**src/rtl/seven_seg_pkg.sv**
```systemverilog
// Shared glyph table, blank constant and capture FSM state type for the
// seven-segment capture decoder.
package seven_seg_pkg;

    localparam int unsigned SEG_W = 7;

    // Active-high glyphs, bit0=a .. bit6=g, indexed by hex value.
    localparam logic [SEG_W-1:0] SEG_GLYPH [0:15] = '{
        7'h3F, 7'h06, 7'h5B, 7'h4F, 7'h66, 7'h6D, 7'h7D, 7'h07,
        7'h7F, 7'h6F, 7'h77, 7'h7C, 7'h39, 7'h5E, 7'h79, 7'h71
    };

    localparam logic [SEG_W-1:0] SEG_BLANK = 7'h00;

    typedef enum logic [1:0] {
        IDLE     = 2'd0,
        SETTLE   = 2'd1,
        CAPTURED = 2'd2
    } cap_state_t;

    function automatic logic [SEG_W-1:0] seg_active_high(input logic [SEG_W-1:0] seg_n);
        return ~seg_n;
    endfunction

endpackage

```
**src/rtl/seven_segment_to_hex.sv**
```systemverilog
// Combinational reverse glyph lookup: active-high 7-bit pattern to {hit, hex}.
module seven_segment_to_hex
    import seven_seg_pkg::*;
(
    input  logic [SEG_W-1:0] i_seg,
    output logic             o_hit,
    output logic [3:0]       o_hex
);

    // Glyphs are unique, so at most one entry can match.
    always_comb begin
        o_hit = 1'b0;
        o_hex = 4'h0;
        for (int i = 0; i < 16; i++) begin
            o_hit = o_hit | (i_seg == SEG_GLYPH[i]);
            o_hex = (i_seg == SEG_GLYPH[i]) ? 4'(i) : o_hex;
        end
    end

endmodule

```
**src/rtl/seven_segment_capture_decoder.sv**
```systemverilog
// Recovers per-digit hex values from a multiplexed active-low seven-segment bus.
// Optional macro BLANK_DETECT_EN: an all-off pattern clears the digit silently.
module seven_segment_capture_decoder
    import seven_seg_pkg::*;
#(
    parameter int NUM_DIGITS    = 4,
    parameter int STABLE_CYCLES = 8
) (
    input  logic                    clk,
    input  logic                    reset,
    input  logic [6:0]              seg_n,
    input  logic [NUM_DIGITS-1:0]   dig_sel,
    output logic [4*NUM_DIGITS-1:0] hex_digits,
    output logic [NUM_DIGITS-1:0]   digit_valid,
    output logic                    out_valid,
    input  logic                    out_ready,
    output logic [2:0]              out_idx,
    output logic [3:0]              out_hex,
    output logic                    out_err,
    output logic                    overflow
);

    logic [6:0]              r_seg_smp;
    logic [NUM_DIGITS-1:0]   r_sel_smp;
    cap_state_t              r_state;
    cap_state_t              w_state_nxt;
    logic [6:0]              r_lat_seg;
    logic [NUM_DIGITS-1:0]   r_lat_sel;
    logic [7:0]              r_cnt;
    logic [7:0]              w_cnt_nxt;
    logic                    w_load;
    logic                    w_capture;
    logic                    w_onehot;
    logic                    w_same;
    logic [6:0]              w_seg_on;
    logic                    w_hit;
    logic [3:0]              w_hex;
    logic [2:0]              w_idx;
    logic                    w_post;
    logic [4*NUM_DIGITS-1:0] r_hex_digits;
    logic [NUM_DIGITS-1:0]   r_digit_valid;
    logic                    r_out_valid;
    logic [2:0]              r_out_idx;
    logic [3:0]              r_out_hex;
    logic                    r_out_err;
    logic                    r_overflow;

    // Input sample stage; everything downstream looks only at these copies.
    always_ff @(posedge clk) begin
        if (reset) begin
            r_seg_smp <= 7'h00;
            r_sel_smp <= '0;
        end else begin
            r_seg_smp <= seg_n;
            r_sel_smp <= dig_sel;
        end
    end

    assign w_onehot = $onehot(r_sel_smp);
    assign w_same   = (r_seg_smp == r_lat_seg) && (r_sel_smp == r_lat_sel);

    // Stability FSM state, latched pattern and run counter.
    always_ff @(posedge clk) begin
        if (reset) begin
            r_state   <= IDLE;
            r_cnt     <= 8'd0;
            r_lat_seg <= 7'h00;
            r_lat_sel <= '0;
        end else begin
            r_state <= w_state_nxt;
            r_cnt   <= w_cnt_nxt;
            if (w_load) begin
                r_lat_seg <= r_seg_smp;
                r_lat_sel <= r_sel_smp;
            end
        end
    end

    // Next-state: a capture fires on the sample that completes STABLE_CYCLES matches.
    always_comb begin
        w_state_nxt = r_state;
        w_cnt_nxt   = r_cnt;
        w_load      = 1'b0;
        w_capture   = 1'b0;
        case (r_state)
            IDLE: begin
                if (w_onehot) begin
                    w_load      = 1'b1;
                    w_cnt_nxt   = 8'd1;
                    w_state_nxt = SETTLE;
                end else begin
                    w_cnt_nxt   = 8'd0;
                end
            end
            SETTLE: begin
                if (!w_onehot) begin
                    w_cnt_nxt   = 8'd0;
                    w_state_nxt = IDLE;
                end else if (!w_same) begin
                    w_load      = 1'b1;
                    w_cnt_nxt   = 8'd1;
                end else if (r_cnt == 8'(STABLE_CYCLES - 1)) begin
                    w_capture   = 1'b1;
                    w_cnt_nxt   = 8'(STABLE_CYCLES);
                    w_state_nxt = CAPTURED;
                end else begin
                    w_cnt_nxt   = r_cnt + 8'd1;
                end
            end
            CAPTURED: begin
                if (w_same) begin
                    w_state_nxt = CAPTURED;
                end else if (w_onehot) begin
                    w_load      = 1'b1;
                    w_cnt_nxt   = 8'd1;
                    w_state_nxt = SETTLE;
                end else begin
                    w_cnt_nxt   = 8'd0;
                    w_state_nxt = IDLE;
                end
            end
            default: begin
                w_cnt_nxt   = 8'd0;
                w_state_nxt = IDLE;
            end
        endcase
    end

    assign w_seg_on = seg_active_high(r_lat_seg);

    seven_segment_to_hex u_seg_to_hex (
        .i_seg (w_seg_on),
        .o_hit (w_hit),
        .o_hex (w_hex)
    );

    // One-hot latched select to digit index.
    always_comb begin
        w_idx = 3'd0;
        for (int i = 0; i < NUM_DIGITS; i++) begin
            w_idx = r_lat_sel[i] ? 3'(i) : w_idx;
        end
    end

`ifdef BLANK_DETECT_EN
    logic w_blank;
    assign w_blank = (w_seg_on == SEG_BLANK);
    assign w_post  = w_capture & ~w_blank;
`else
    assign w_post  = w_capture;
`endif

    // Digit table update and single-entry event buffer.
    always_ff @(posedge clk) begin
        if (reset) begin
            r_hex_digits  <= '0;
            r_digit_valid <= '0;
            r_out_valid   <= 1'b0;
            r_out_idx     <= 3'd0;
            r_out_hex     <= 4'h0;
            r_out_err     <= 1'b0;
            r_overflow    <= 1'b0;
        end else begin
            if (w_capture) begin
                for (int i = 0; i < NUM_DIGITS; i++) begin
                    if (r_lat_sel[i]) begin
                        if (w_hit) begin
                            r_hex_digits[4*i +: 4] <= w_hex;
                            r_digit_valid[i]       <= 1'b1;
                        end
`ifdef BLANK_DETECT_EN
                        else if (w_blank) begin
                            r_digit_valid[i] <= 1'b0;
                        end
`endif
                    end
                end
            end
            // A same-cycle accept frees the slot for the new event.
            if (w_post) begin
                if (!r_out_valid || out_ready) begin
                    r_out_valid <= 1'b1;
                    r_out_idx   <= w_idx;
                    r_out_hex   <= w_hit ? w_hex : 4'h0;
                    r_out_err   <= ~w_hit;
                end else begin
                    r_overflow  <= 1'b1;
                end
            end else if (r_out_valid && out_ready) begin
                r_out_valid <= 1'b0;
            end
        end
    end

    assign hex_digits  = r_hex_digits;
    assign digit_valid = r_digit_valid;
    assign out_valid   = r_out_valid;
    assign out_idx     = r_out_idx;
    assign out_hex     = r_out_hex;
    assign out_err     = r_out_err;
    assign overflow    = r_overflow;

endmodule

```
**config.mk**
```make
export PLATFORM = sky130hd
export DESIGN_NAME = seven_segment_capture_decoder
export DESIGN_NICKNAME = d
export VERILOG_FILES = /design/src/rtl/seven_seg_pkg.sv /design/src/rtl/seven_segment_to_hex.sv /design/src/rtl/seven_segment_capture_decoder.sv
export SDC_FILE = /design/constraint.sdc
export NUM_CORES = 1
export LEC_CHECK = 0
export ABC_AREA = 1
export BUFFER_PORTS_ARGS = -buffer_cell sky130_fd_sc_hd__buf_2
export CAP_MARGIN = 30
export CORE_MARGIN = 2
export CORE_UTILIZATION = 52
export CTS_BUF_LIST = sky130_fd_sc_hd__clkbuf_8
export CTS_CLUSTER_DIAMETER = 50
export DETAILED_ROUTE_END_ITERATION = 7
export PLACE_DENSITY_LB_ADDON = 0.12
export SYNTH_ARGS = -nofsm -noshare
export SYNTH_HDL_FRONTEND = slang
export SYNTH_SLANG_ARGS = --single-unit
export TNS_END_PERCENT = 10
```
**constraint.sdc**
```tcl
create_clock -name clk -period 3.7 [get_ports clk]
set_input_delay 0.37 -clock clk [delete_from_list [all_inputs] [get_ports clk]]
set_output_delay 0.37 -clock clk [all_outputs]
set_load 0.05 [all_outputs]
```
* Word-level counts from Yosys, hierarchy flattened
Index checks and enable logic that the tools add are counted.
** Word-level totals
- Memory bits (writable) :: 0
- Bits in read-only memories :: 0
- Output and inout bits :: 30
- Memories :: 0
- Bits in latches :: 0
- Word-level logic and storage cells :: 126
- Bits in registers :: 62
- Input bits :: 14
** Cells by class
- Order comparisons :: 0
- Bitwise gates (word level) :: 18
- Multiply operators :: 0
- Add/subtract/negate cells :: 4
- Reduce and logical (&&, ||, !) cells :: 14
- Multiplexer cells :: 44
- Equal/unequal tests :: 27
- Divide/modulo/power cells :: 0
- Shift-type cells :: 0
** Operator list (count)
- equality test 7 bit, second input constant :: 12
- 2-to-1 mux 4 bit :: 15
- 2-to-1 mux 8 bit :: 4
- one-hot mux 8 bit (3 select lines) :: 1
- 2-to-1 mux 1 bit :: 15
- bitwise OR 1 bit :: 15
- AND reduction 3 bit :: 5
- equality test 7 x 3 -> 1 bit, second input constant :: 2
- equality test 7 x 6 -> 1 bit, second input constant :: 2
- 2-to-1 mux 2 bit :: 7
- adder 8 x 1 -> 8 bit, second input constant :: 1
- equality test 8 x 3 -> 1 bit, second input constant :: 1
- equality test 7 bit :: 1
- NOT 7 bit :: 1
- inequality test 3 bit, second input constant :: 2
- one-hot mux 2 bit (3 select lines) :: 1
- AND reduction 2 bit :: 3
- adder 1 x 1 -> 2 bit :: 2
- equality test 4 bit :: 1
- inequality test 2 bit, second input constant :: 2
- adder 2 x 2 -> 3 bit :: 1
- equality test 3 x 1 -> 1 bit, second input constant :: 1
- one-hot mux 1 bit (3 select lines) :: 1
- equality test 2 x 1 -> 1 bit, second input constant :: 1
- 8 further kinds :: 10

* Depth between registers and ports, before layout
- Depth after elaboration :: 18
- Mapped depth :: 15
- Gate-level depth less buffers :: 14

* By module
From an unflattened synthesis, not the netlist that was laid out.
** Unflattened totals
- Cells, all modules :: 463
- Area, all modules :: 3044.2 µm²
** Modules (own cells, without submodules)
- seven_segment_capture_decoder :: times used 1, area an instance 2745.1 µm², cells an instance 396, sequential area each 1221.2 µm²
- seven_segment_to_hex :: times used 1, area an instance 299.0 µm², cells an instance 67, sequential area each 0.0 µm²

* Worst setup path after synthesis
No wires, ideal clock.
- Path type :: reg-to-reg
- From :: register r_sel_smp[0]
- To :: register r_out_idx[1], in the netlist out_idx[1]
- Path buffers :: 0
- Setup slack :: 1149 ps
- Arrival time :: 2434 ps
- Period minus slack after synthesis :: 2551 ps
- Stages on the path, launching flop included :: 14
- Setup time :: 118 ps
- Data required time :: 3582 ps
- Cells stage by stage :: dfxtp_1 inv_1 fa_1 inv_1 ha_1 ha_1 nor2_1 nand2_1 nor3_2 nand4_1 nor2_4 inv_1 nor3_1 nor2_1
** On the way
- Longest elaborated chain between the ends :: 6
- Elaborated cells on any way between the ends :: 9
- Classes of those cells :: 2 x add/sub; 2 x eq/ne; 3 x mux; 2 x reduce/logical
** Ends and longest elaborated chain
- start: declaration :: line seven_segment_capture_decoder.sv:24 : logic [NUM_DIGITS-1:0] r_sel_smp;
- start signal: assignment :: line seven_segment_capture_decoder.sv:55 : r_sel_smp <= dig_sel;
- adder 1 x 1 -> 2 bit (implied by the code) / equality test 4 bit (equally long branches) :: line seven_segment_capture_decoder.sv:59, seven_segment_capture_decoder.sv:60
- adder 2 x 2 -> 3 bit (implied by the code) / logical AND 1 bit (equally long branches) :: line seven_segment_capture_decoder.sv:59, seven_segment_capture_decoder.sv:60
- equality test 3 x 1 -> 1 bit / 2-to-1 mux 1 bit (equally long branches) :: line seven_segment_capture_decoder.sv:59, seven_segment_capture_decoder.sv:99
- 2-to-1 mux 1 bit (*) :: line seven_segment_capture_decoder.sv:96 : if (!w_onehot) begin
- 2-to-1 mux 1 bit (*) :: line seven_segment_capture_decoder.sv:85 : case (r_state)
- AND reduction 2 bit (no source line) (*)
- end signal: assignment :: line seven_segment_capture_decoder.sv:183 : r_out_idx <= w_idx;
- end: declaration :: line seven_segment_capture_decoder.sv:43 : logic [2:0] r_out_idx;
Mark *: on every way between the ends. The rest lies on a longest branch, timed or not.
A chain may end at the register's enable or synchronous reset.

* Worst setup path after layout
Same ends and word-level chain as after synthesis.

==> summary.md <==
| Metric | Value |
|---|---|
| Run status | `finished, final reports clean` |
| DR vias/cell | `4.758` |
| Setup TNS Final | `0 ps` |
| Slowest stage cell, crit path | `fa_1` |
| Reg2reg end | `out_idx[1]$_SDFFE_PP0P_` |
| Critical path class | `reg2reg` |
| Worst-margin pin slew | `623.1 ps` |
| Share of layout cells above drive strength 1 | `0.1566` |
| Highest Signal Layer | `met4` |
| Largest net degree at the start of global routing | `23` |
| Final Max Tran Viols | `0` |
| Post-Syn Nets | `~470` |
| Mapped Avg Cell Area | `6.690 um^2` |
| Worst Hold Class | `in2reg` |
| Top cell type's share of synthesized area | `0.4057` |
| Yosys warns | `0` |
| CTS max path bufs | `2` |
| Design area | `0.003463 mm^2` |
| Most common cell in the netlist | `nor2_1` |
| Post-CTS sizing | `0` |
| Post-DRT Antenna Nets | `0` |
| Worst hold stages | `3` |
| Seq/Total Area, Yosys | `0.4057` |
| Crit path largest cell delay | `530 ps` |
| RSZ-0062 raised after global routing | `false` |
| Wire per inst | `between 10 and 15 um` |
| Hold endpoint | `r_seg_smp[0]$_SDFF_PP0_` |
| DP Area | `0.003271 mm^2` |
| Row count | `27` |
| # DRC | `0` |
| Yosys cell types | `32` |
| Hold Slack | `236.0 ps` |
| Gpl congestion | `around 0.8` |
| Die height | `80.09 um` |
| CTS tree | `done` |
| Pwr/cell area | `473.7 mW/mm^2` |
| Slew HR | `0.5842` |
| Startpoint class of the critical path | `flip-flop` |
| Top cells by count, synth | `nor2_1, nand2_1, inv_1` |
| CP cell instances | `inv_1 > fa_1 > inv_1 > ha_1 > ha_1 > nor2_1 > nand2_1 > nor3_2 > nand4_1 > nor2_4 > inv_1 > nor3_1 > nor2_1` |
| First-pass GRT wire length | `10900 um` |
| Initial antenna violation count | `0` |
| Post-cts hold buffer count | `0` |
| Util after Layout | `0.6251` |
| Tmin final | `2853 ps` |
| Input/output buffers | `between 40 and 50` |
| Max_cap viols | `0` |
| Met3 Wirelength | `263 um` |
| Fmax | `between 300 and 400 MHz` |
| Hpwl dp | `approximately 4600 um` |
| CP Max Fanout | `8` |
| EDFF count, synth | `0` |
| Most area-consuming cells after synthesis | `dfxtp_1, nor2_1, nand2_1` |
| Gate Count Post-Synth | `450` |
| Number of global-route vias before repair | `2493` |
| Die area | `0.006414 mm^2` |
| Worst vdd ir | `0.2501 mV` |
| Synthesized flop and latch total | `61` |
| Reg clk slew, reported paths | `70 ps` |
| Post-synth top area cell | `dfxtp_1` |
| Most Frequent Cell on Critical Path | `inv_1` |
| Area grow syn2layout | `15.05%` |
| Via count | `2712` |
| Ant diodes | `0` |
| Core Area | `0.005540 mm^2` |
| First-pass DRT Iterations | `4` |
| Clock sinks | `61` |
| Leak | `1.788 nW` |
| Metal-1 WL | `3185 um` |
| Die X-Extent | `80.09 um` |
| CTS HTree Levels | `3` |
| Tcrit/Tclk final | `0.7710` |
| Post-CTS setup buffers | `0` |
| Worst Setup End Kind | `flip-flop` |
| Met2 routed WL | `2735 um` |
| Num CTS Buffers | `9` |
| Flop2flop setup slack | `~850 ps` |
| WP data arrival | `approximately 3000 ps` |
| Synth Flop Type | `dfxtp_1` |
| FF-to-FF path depth | `13` |
| Clock Tree Root | `clkbuf_8` |
| Starting density of the core | `0.5434` |
| Number of nets in the layout | `511` |
| 1st-iter DRT viols | `157` |
| Total gr overflow | `0` |
| Design Power | `1.640 mW` |
| Final setup viols | `0` |
| CP required | `between 3000 and 4000 ps` |
| Worst hold start | `seg_n[0]` |
| Worst skew pair latency | `330 ps` |
| I/O pins | `44` |
| GRT Overall Usage | `0.2177` |
| R2R Path Start | `r_sel_smp[0]$_SDFF_PP0_` |
| Final Hold Fails | `0` |
| Asr flop ratio synth | `0` |
| Final Skew | `7.796 ps` |
| Mapped cell area | `0.003010 mm^2` |
| Routed WL | `6292 um` |
==> kinds of logic (layout without fill, tap and decap cells) <==
group                    Yosys count  count (layout)  synth area share
other                              1               1          0.001246
XOR/XNOR                           6               6           0.01746
AND/OR/NAND/NOR                  243             243            0.3591
adder cells (fa/ha/maj)            4               4           0.01912
AO/OA/AOI/OAI                     49              49           0.08562
flip-flops                        61              61            0.4057
buffers and inverters             86             134            0.1118
==> placed cells by master, fill, tap and decap left out, types with 2 or more instances in the layout <==
| master | synthesis | final |
|---|---|---|
| a21oi_1 | 18 | 18 |
| buf_2 | 5 | 42 |
| clkbuf_8 | 0 | 10 |
| clkinv_2 | 0 | 2 |
| dfxtp_1 | 61 | 61 |
| ha_1 | 3 | 3 |
| inv_1 | 68 | 70 |
| inv_2 | 6 | 6 |
| nand2_1 | 90 | 90 |
| nand3_1 | 20 | 20 |
| nand3_4 | 5 | 5 |
| nand4_1 | 6 | 6 |
| nor2_1 | 110 | 110 |
| nor2_2 | 3 | 3 |
| nor2_4 | 2 | 2 |
| nor3_1 | 2 | 2 |
| o21a_1 | 2 | 2 |
| o21ai_0 | 25 | 25 |
| xnor2_1 | 5 | 5 |
==> metal layers <==
metal,vias to the layer above,global-route usage
met2,62,0.3508
li1,1457,-
met3,11,0.04045
met4,0,0.1119
met1,1182,0.2772
met5,-,0
==> per-stage QoR <==
stage | setup slack [ps] | std cells
2_1_floorplan | 1149 | 450
3_3_place_gp | 971.3 | 553
3_5_place_dp | 908.0 | 554
4_1_cts | 843.8 | 570
5_1_grt | 549.8 | 570
6_report | 847.4 | 570
==> worst max-delay path: cells and delay by family, from the launching register on <==
family	cells	cell delay, ps
simple gates	7	1130
fa+ha+maj	3	990
flops	1	350
buf+inv	3	270
==> cell type report <==
cell class	instances	area, um^2
fill	549	2077
timing repair buffer	43	225.2
tap	72	90.09
inverter	75	281.5
clock inverter	6	55.05
sequential	61	1221
clock buffer	10	137.6
multi-input combinational	303	1453
==> state kept, by name, summed over array words and instances, names as in the netlist, 2 cells and up <==
signal,flops
hex_digits,16
r_lat_sel,4
r_state,2
r_sel_smp,4
digit_valid,4
r_seg_smp,7
r_lat_seg,7
r_cnt,8
out_idx,2
out_hex,4
==> worst max path at each step <==
stage | startpoint | slack, ps | to
3_5_place_dp | r_sel_smp[0]$_SDFF_PP0_ | 910 | out_idx[1]$_SDFFE_PP0P_
3_3_place_gp | r_sel_smp[0]$_SDFF_PP0_ | 970 | out_idx[1]$_SDFFE_PP0P_
2_1_floorplan | r_sel_smp[0]$_SDFF_PP0_ | 1150 | out_idx[1]$_SDFFE_PP0P_
4_1_cts | r_sel_smp[0]$_SDFF_PP0_ | 840 | out_idx[1]$_SDFFE_PP0P_
6_report | r_sel_smp[0]$_SDFF_PP0_ | 850 | out_idx[1]$_SDFFE_PP0P_
5_1_grt | r_sel_smp[1]$_SDFF_PP0_ | 550 | out_idx[1]$_SDFFE_PP0P_
==> report_power, final <==
part	switching, mW	total [mW]	internal (mW)
logic	0.226	0.326	0.0996
registers	0.0483	0.737	0.689
clock network	0.255	0.578	0.322
total	0.530	1.64	1.11
No activity file was read; power rests on OpenSTA's default activity.
